**src/rtl/node_memory_pkg.sv**
```systemverilog
// node_memory shared constants and types.
// Default geometry 16 x 8; DEPTH derived from ADDR_WIDTH.
package node_memory_pkg;

  localparam int DATA_WIDTH = 8;
  localparam int ADDR_WIDTH = 4;
  localparam int DEPTH      = 2 ** ADDR_WIDTH;

  typedef logic [DATA_WIDTH-1:0] word_t;
  typedef logic [ADDR_WIDTH-1:0] addr_t;

  // Number of words for a given address width.
  function automatic int depth_of(input int aw);
    return 2 ** aw;
  endfunction

endpackage

```
**src/rtl/node_memory_if.sv**
```systemverilog
// node_memory access bus: address, strobes, write and read data.
// The controller uses master, the memory uses slave.
interface node_memory_if #(
  parameter int DATA_WIDTH = node_memory_pkg::DATA_WIDTH,
  parameter int ADDR_WIDTH = node_memory_pkg::ADDR_WIDTH
);

  logic [ADDR_WIDTH-1:0] addr;
  logic [DATA_WIDTH-1:0] data_in;
  logic                  write;
  logic                  read;
  logic [DATA_WIDTH-1:0] data_out;

  modport master (
    output addr,
    output data_in,
    output write,
    output read,
    input  data_out
  );

  modport slave (
    input  addr,
    input  data_in,
    input  write,
    input  read,
    output data_out
  );

endinterface

```
**src/rtl/node_memory_array.sv**
```systemverilog
// node_memory storage: resettable word array, one write port,
// one asynchronous read port.
module node_memory_array
  import node_memory_pkg::*;
#(
  parameter int DATA_WIDTH = node_memory_pkg::DATA_WIDTH,
  parameter int ADDR_WIDTH = node_memory_pkg::ADDR_WIDTH
) (
  input  logic                  clk,
  input  logic                  rst_n,
  input  logic                  we_i,
  input  logic [ADDR_WIDTH-1:0] addr_i,
  input  logic [DATA_WIDTH-1:0] wdata_i,
  output logic [DATA_WIDTH-1:0] rdata_o
);

  localparam int Depth = depth_of(ADDR_WIDTH);

  logic [DATA_WIDTH-1:0] mem_q [Depth];

  // Clear every word on reset; otherwise store on write strobe.
  always_ff @(posedge clk or negedge rst_n) begin
    if (!rst_n) begin
      for (int i = 0; i < Depth; i++) begin
        mem_q[i] <= '0;
      end
    end else if (we_i) begin
      mem_q[addr_i] <= wdata_i;
    end
  end

  assign rdata_o = mem_q[addr_i];

endmodule

```
**src/rtl/node_memory.sv**
```systemverilog
// node_memory top: registered read around the storage array.
// Optional NODE_MEMORY_FWD_EN gives write-first on read+write.
module node_memory
  import node_memory_pkg::*;
#(
  parameter int DATA_WIDTH = node_memory_pkg::DATA_WIDTH,
  parameter int ADDR_WIDTH = node_memory_pkg::ADDR_WIDTH
) (
  input logic        clk,
  input logic        rst_n,
  node_memory_if.slave bus
);

  logic [DATA_WIDTH-1:0] rdata;
  logic [DATA_WIDTH-1:0] rd_d;
  logic [DATA_WIDTH-1:0] rd_q;

  node_memory_array #(
    .DATA_WIDTH(DATA_WIDTH),
    .ADDR_WIDTH(ADDR_WIDTH)
  ) u_array (
    .clk     (clk),
    .rst_n   (rst_n),
    .we_i    (bus.write),
    .addr_i  (bus.addr),
    .wdata_i (bus.data_in),
    .rdata_o (rdata)
  );

  // Select the word loaded into the read register.
  always_comb begin
    rd_d = rd_q;
    if (bus.read) begin
`ifdef NODE_MEMORY_FWD_EN
      rd_d = bus.write ? bus.data_in : rdata;
`else
      rd_d = rdata;
`endif
    end
  end

  // Read register, cleared asynchronously with the array.
  always_ff @(posedge clk or negedge rst_n) begin
    if (!rst_n) begin
      rd_q <= '0;
    end else begin
      rd_q <= rd_d;
    end
  end

  assign bus.data_out = rd_q;

endmodule

```
**src/flat_wrapper.sv**
```systemverilog
// flat-port wrapper written by rule: the top's interface ports become plain ports
module node_memory_flat import node_memory_pkg::*;
#(
  parameter int DATA_WIDTH = node_memory_pkg::DATA_WIDTH,
  parameter int ADDR_WIDTH = node_memory_pkg::ADDR_WIDTH
)
  (clk, rst_n, bus_addr, bus_data_in, bus_write, bus_read, bus_data_out);
  node_memory_if #(.DATA_WIDTH(DATA_WIDTH), .ADDR_WIDTH(ADDR_WIDTH)) bus_i ();
  input logic clk;
  input logic rst_n;
  input wire logic [$bits(bus_i.addr)-1:0] bus_addr;
  input wire logic [$bits(bus_i.data_in)-1:0] bus_data_in;
  input wire logic [$bits(bus_i.write)-1:0] bus_write;
  input wire logic [$bits(bus_i.read)-1:0] bus_read;
  output wire logic [$bits(bus_i.data_out)-1:0] bus_data_out;
  assign bus_i.addr = bus_addr;
  assign bus_i.data_in = bus_data_in;
  assign bus_i.write = bus_write;
  assign bus_i.read = bus_read;
  assign bus_data_out = bus_i.data_out;
  node_memory #(.DATA_WIDTH(DATA_WIDTH), .ADDR_WIDTH(ADDR_WIDTH)) u_core (.clk(clk), .rst_n(rst_n), .bus(bus_i));
endmodule
```
**config.mk**
```make
export PLATFORM = sky130hd
export DESIGN_NAME = node_memory_flat
export DESIGN_NICKNAME = d
export VERILOG_FILES = /design/src/rtl/node_memory_pkg.sv /design/src/rtl/node_memory_if.sv /design/src/rtl/node_memory_array.sv /design/src/rtl/node_memory.sv /design/src/flat_wrapper.sv
export SDC_FILE = /design/constraint.sdc
export NUM_CORES = 1
export LEC_CHECK = 0
export CORE_ASPECT_RATIO = 1.75
export CORE_MARGIN = 2
export CORE_UTILIZATION = 61
export DETAILED_ROUTE_END_ITERATION = 10
export PLACE_DENSITY_LB_ADDON = 0.25
export SYNTH_ARGS = -nofsm -noshare
export SYNTH_HDL_FRONTEND = slang
export SYNTH_SLANG_ARGS = --single-unit
```
**constraint.sdc**
```tcl
create_clock -name clk -period 1.6 [get_ports clk]
set_input_delay 0.32 -clock clk [delete_from_list [all_inputs] [get_ports clk]]
set_output_delay 0.32 -clock clk [all_outputs]
set_load 0.01 [all_outputs]
```
Word-level counts from Yosys, hierarchy flattened. Cells that the tools add are included.

Logic and storage cells: 27. Input port bits: 16. Output and inout port bits: 8. Flip-flop bits (word level): 136.

Reductions and logical operators: 1. $lt $le $gt $ge: 2. Multiplexer cells: 6. Bitwise gates (word level): 1.

Operators with widths (number): bitwise mux 128 bit (1); binary-select mux 8 bit (select 4 bit) (1); demux 8 bit (select 4 bit) (1); two-way mux 8 bit (3); >= comparator 5 bit, second input constant (1); less-than comparator 5 x 1 -> 1 bit, second input constant (1); inverter 4 -> 5 bit (1); logical AND 1 bit (1).

Depth between registers and ports, before layout.
Depth in word-level cells: 6. Depth in mapped cells: 6. Gate-level depth less buffers: 4.

Cells and area by module. From an unflattened synthesis, not the netlist that was laid out.

Cell total of the unflattened synthesis: 385. Area, all modules: 6314.8 µm².

Modules (own cells, without submodules): node_memory_array (area an instance 5983.2 µm², cells each 368, instances 1, seq. area each 3203.1 µm²); node_memory (area an instance 331.6 µm², cells each 17, instances 1, seq. area each 200.2 µm²).

Least setup slack after synthesis. Ideal clock, no wire load.

Kind: input-to-reg. Start: input port bus_addr[0]. End: register u_core.rd_q[0] (netlist: u_core.bus.data_out[0]). Buffers on the path: 3. Slack: -90 ps. Cell stages on the path: 6. Arrival: 1564 ps. Required time: 1474 ps. Path through: buf_6 -> buf_4 -> buf_2 -> mux2i_1 -> o221ai_1 -> o32a_1.

Cells in the longest elaborated chain, start to end: 4.

RTL lines: start: declaration (line flat_wrapper.sv:11) `input wire logic [$bits(bus_i.addr)-1:0] bus_addr;`; inverter 4 -> 5 bit (implied by the code) (line node_memory_array.sv:32) `assign rdata_o = mem_q[addr_i];`; binary-select mux 8 bit (select 4 bit) (line node_memory_array.sv:32); two-way mux 8 bit (implied by the code) (2 in a row) (line node_memory_array.sv:32); end signal: assignment (line node_memory.sv:47) `rd_q <= rd_d;`; end: declaration (line node_memory.sv:16) `logic [DATA_WIDTH-1:0] rd_q;`.

Every way passes these cells. The select of a mux whose other input is x is not followed. A chain may end at the register's enable or synchronous reset.

Worst setup path after layout.
Start: input port bus_addr[3]. End: register u_core.u_array.mem_q[87] in the netlist's numbering.

Cells in the longest elaborated chain, start to end: 6.

RTL lines: inverter 4 -> 5 bit (implied by the code) (*) (line node_memory_array.sv:28) `mem_q[addr_i] <= wdata_i;`; >= comparator 5 bit (implied by the code) / less-than comparator 5 x 1 -> 1 bit (equally long branches) (line node_memory_array.sv:28); logical AND 1 bit (implied by the code) (line node_memory_array.sv:28); two-way mux 8 bit (implied by the code) (line node_memory_array.sv:28); demux 8 bit (select 4 bit) (*) (line node_memory_array.sv:28); bitwise mux 128 bit (*) (line node_memory_array.sv:28); end signal: indexed assignment (line node_memory_array.sv:28); end: declaration (line node_memory_array.sv:19) `logic [DATA_WIDTH-1:0] mem_q [Depth];`.

Every way passes the cells marked *; elsewhere a longest branch is shown, timed or not.

==> reports/results.ini <==
[setup_path]
ff2ff_path_depth = 4
critPathLaunchType = primary input
worstReg2RegStart = u_core.u_array.mem_q[47]$_DFFE_PN0P_
critPathKind = in -> reg
cp.required_ps = 1890
rrSetupSlack_ps = 70
r2r-end = u_core.bus.data_out[7]$_DFFE_PN0P_
crit_fanout = 10
cp-end-kind = flop
cp_data_arrival_time_ps = 1820

[routing]
wl_per_cell_um = 23.3
vias = 3805
route.antenna.remaining_nets = 0
drc_errors = 0
drtPass1Iterations = 5
drt-total-wl_um = 14000
drt_iter0_drc = 236
vias_per_cell = 6.31

[logic_synthesis]
syn_inst = 400
yosysTopAreaCell = dfrtp_1
synth.area.top_cells = dfrtp_1 (55%), mux2_2 (23%), mux4_2 (6.2%)
yosysSeqAreaShare_pct = 54.8
synth_cell_types = 30
synth_nets = 416
synth_warnings = 0
synth_top_area_share_pct = 54.8
syn_avg_cell_area_um2 = 15.5
synth_area_um2 = 6210
synth_seq_cells = 136

[sta]
rsz0062_at_grt = false
period_minus_slack_ps = 1530
hold_viol = 0
finalCritPeriodShare_pct = 95.6
slew_viol_final = 0
finalSetupTns_ps = 0
fmax_ghz = 0.654
worstMarginPinSlew_ps = 550
setup_violations = 0
max_slew_margin_pct = 63.2
setup_ws_ps = 70.3
hold_ws_ps = 417
finClkSkew_ps = 8.14

[layout]
n_antenna_cell = 0
syn_to_final_growth_pct = 22.1
layout-drive-gt1-share_pct = 52.3
instances_no_fill = 603
fillers = 577
fin_nets = 483

[pwr]
pwr_density_cell_nw_per_um2 = 1360
intPower_mw = 7.84
comb_power_share_pct = 17.1
sw_frac_of_total_pct = 24.1
clkPwrFrac_pct = 37.5
ir_worst_vdd_mv = 0.869
p_switching_mw = 2.48
power_frac_seq_pct = 45.3
leakage_nw = 3.34

[floorplanning]
die_w_um = 80.3
design.core.area_um2 = 9910
io_pins = 24
rows = 48
die_y_um = 138
die_area_um2 = 11000
start_util_pct = 62.7

[global_routing]
antenna_found_initial = 0
grt_first_pass_wirelength_um = 22400
track_usage_pct = 28.0
grt_pass1_vias = 4225
grt_max_degree = 50
grt_overflow = 0

[placed_design]
gp_congestion = 0.823
place_ws_ps = -502
portBuffers = 23
post-dp-hpwl_um = 9420
placed_cells = 570

[worst_hold_path]
hold_class = in -> async

[run_status]
status = complete, no violations

[clocking]
cts_sinks = 136
clk_path_buf_depth = 2
numCtsBuffers = 17
tritoncts = done
h-tree-depth = 4
insertion_delay_ps = 410
path_clk_slew_ps = 50
post_cts_buffers = 0
ctsRootBufferMaster = clkbuf_16

[run]
drv_cap = 0

flip-flops by register name (all words and copies together) (netlist names):
name and flops:
u_core.u_array.mem_q 128, u_core.bus.data_out 8
how the worst max path moves through the flow:
stage,start,to,slack [ps]
floorplan,bus_addr[0],u_core.bus.data_out[0]$_DFFE_PN0P_,-40
global route,bus_addr[3],u_core.u_array.mem_q[76]$_DFFE_PN0P_,30
CTS,bus_addr[2],u_core.bus.data_out[6]$_DFFE_PN0P_,5
detailed placement,bus_addr[1],u_core.bus.data_out[6]$_DFFE_PN0P_,-500
finish,bus_addr[3],u_core.u_array.mem_q[87]$_DFFE_PN0P_,70
global placement,bus_addr[1],u_core.u_array.mem_q[55]$_DFFE_PN0P_,-450
repair_timing:
item,4_1_cts,5_1_grt
pin swaps,0,1
hold endpoints to repair,46,0
resized for setup,14,4
hold buffers,1,0
setup endpoints to repair,64,20
cloned,1,1
power groups by stage:
stage                     Combinational, mW  Clock, mW  Sequential (mW)
final                                  1.77       3.87             4.68
after detailed placement               1.76          0             4.71
after global routing                   1.90       4.07             4.75
after global placement                 1.67          0             4.65
after floorplan                        1.26          0             4.55
after CTS                              1.77       3.92             4.66
cells in the final DEF (no fill, tap or decap), types with 2 or more instances in the layout:
cell type,count
a22o_1,7
buf_12,11
buf_4,39
buf_6,2
bufinv_16,3
clkbuf_1,2
clkbuf_16,18
clkbuf_8,2
clkdlybuf4s50_1,9
clkinv_2,4
clkinvlp_4,2
dfrtp_1,136
dlygate4sd2_1,11
mux2_2,128
mux2i_1,15
mux4_2,24
nand2_1,11
nand2b_1,2
nand3b_1,2
nor2_1,9
nor2_2,7
nor2_4,2
o221ai_1,7
o32a_1,7
or3_1,3
per-layer routing:
| layer | wire length [µm] | vias to the layer above | global-route usage [%] |
|---|---|---|---|
| met1 | 5150 | 2016 | 32.0 |
| met2 | 7980 | 120 | 50.0 |
| li1 | - | 1640 | - |
| met4 | 390 | 0 | 11.9 |
| met5 | 0 | - | 0 |
| met3 | 519 | 29 | 5.96 |
critical path, stage by stage:
cell and delay, ps:
dlygate4sd2_1 300, bufbuf_16 310, nand2b_1 210, nor2_2 160, buf_4 180, mux2_2 350
cells by family (layout without fill, tap and decap cells):
group	Yosys count	count (layout)	synth area share, %
AOI/OAI and AO/OA	22	22	3.24
buffers and inverters	29	107	2.74
and+or+nand+nor	44	44	3.93
DFF	136	136	54.8
muxes	169	169	35.3
through the flow:
| stage | util [%] | instance area, µm² | power [mW] |
|---|---|---|---|
| floorplan | - | 6210 | 5.81 |
| global placement | 69.8 | 6920 | 6.31 |
| detailed placement | 69.8 | 6920 | 6.47 |
| CTS | 76.2 | 7550 | 10.4 |
| global route | 76.6 | 7590 | 10.7 |
| finish | 76.6 | 7590 | 10.3 |
Yosys cell counts (all sizes together):
cell type    n
clkbuf      12
nor3b        2
or2          1
mux4        25
a22o         7
mux2i       15
and2         1
or3          4
o221ai       7
a311oi       1
dfrtp      136
nand3b       3
nor2b        1
o32a         7
nor2        18
buf         17
nand2b       2
nand3        1
mux2       129
nand2       11
area by class of cell:
cell class	instances	area, µm²	area share (%)
sequential	136	3400	44.9
clock buffer	21	460	6.07
multi-input combinational	235	2630	34.7
tap	125	156	2.06
clock inverter	9	125	1.65
timing repair buffer	77	807	10.6
Power figures use the tool's default switching activity.
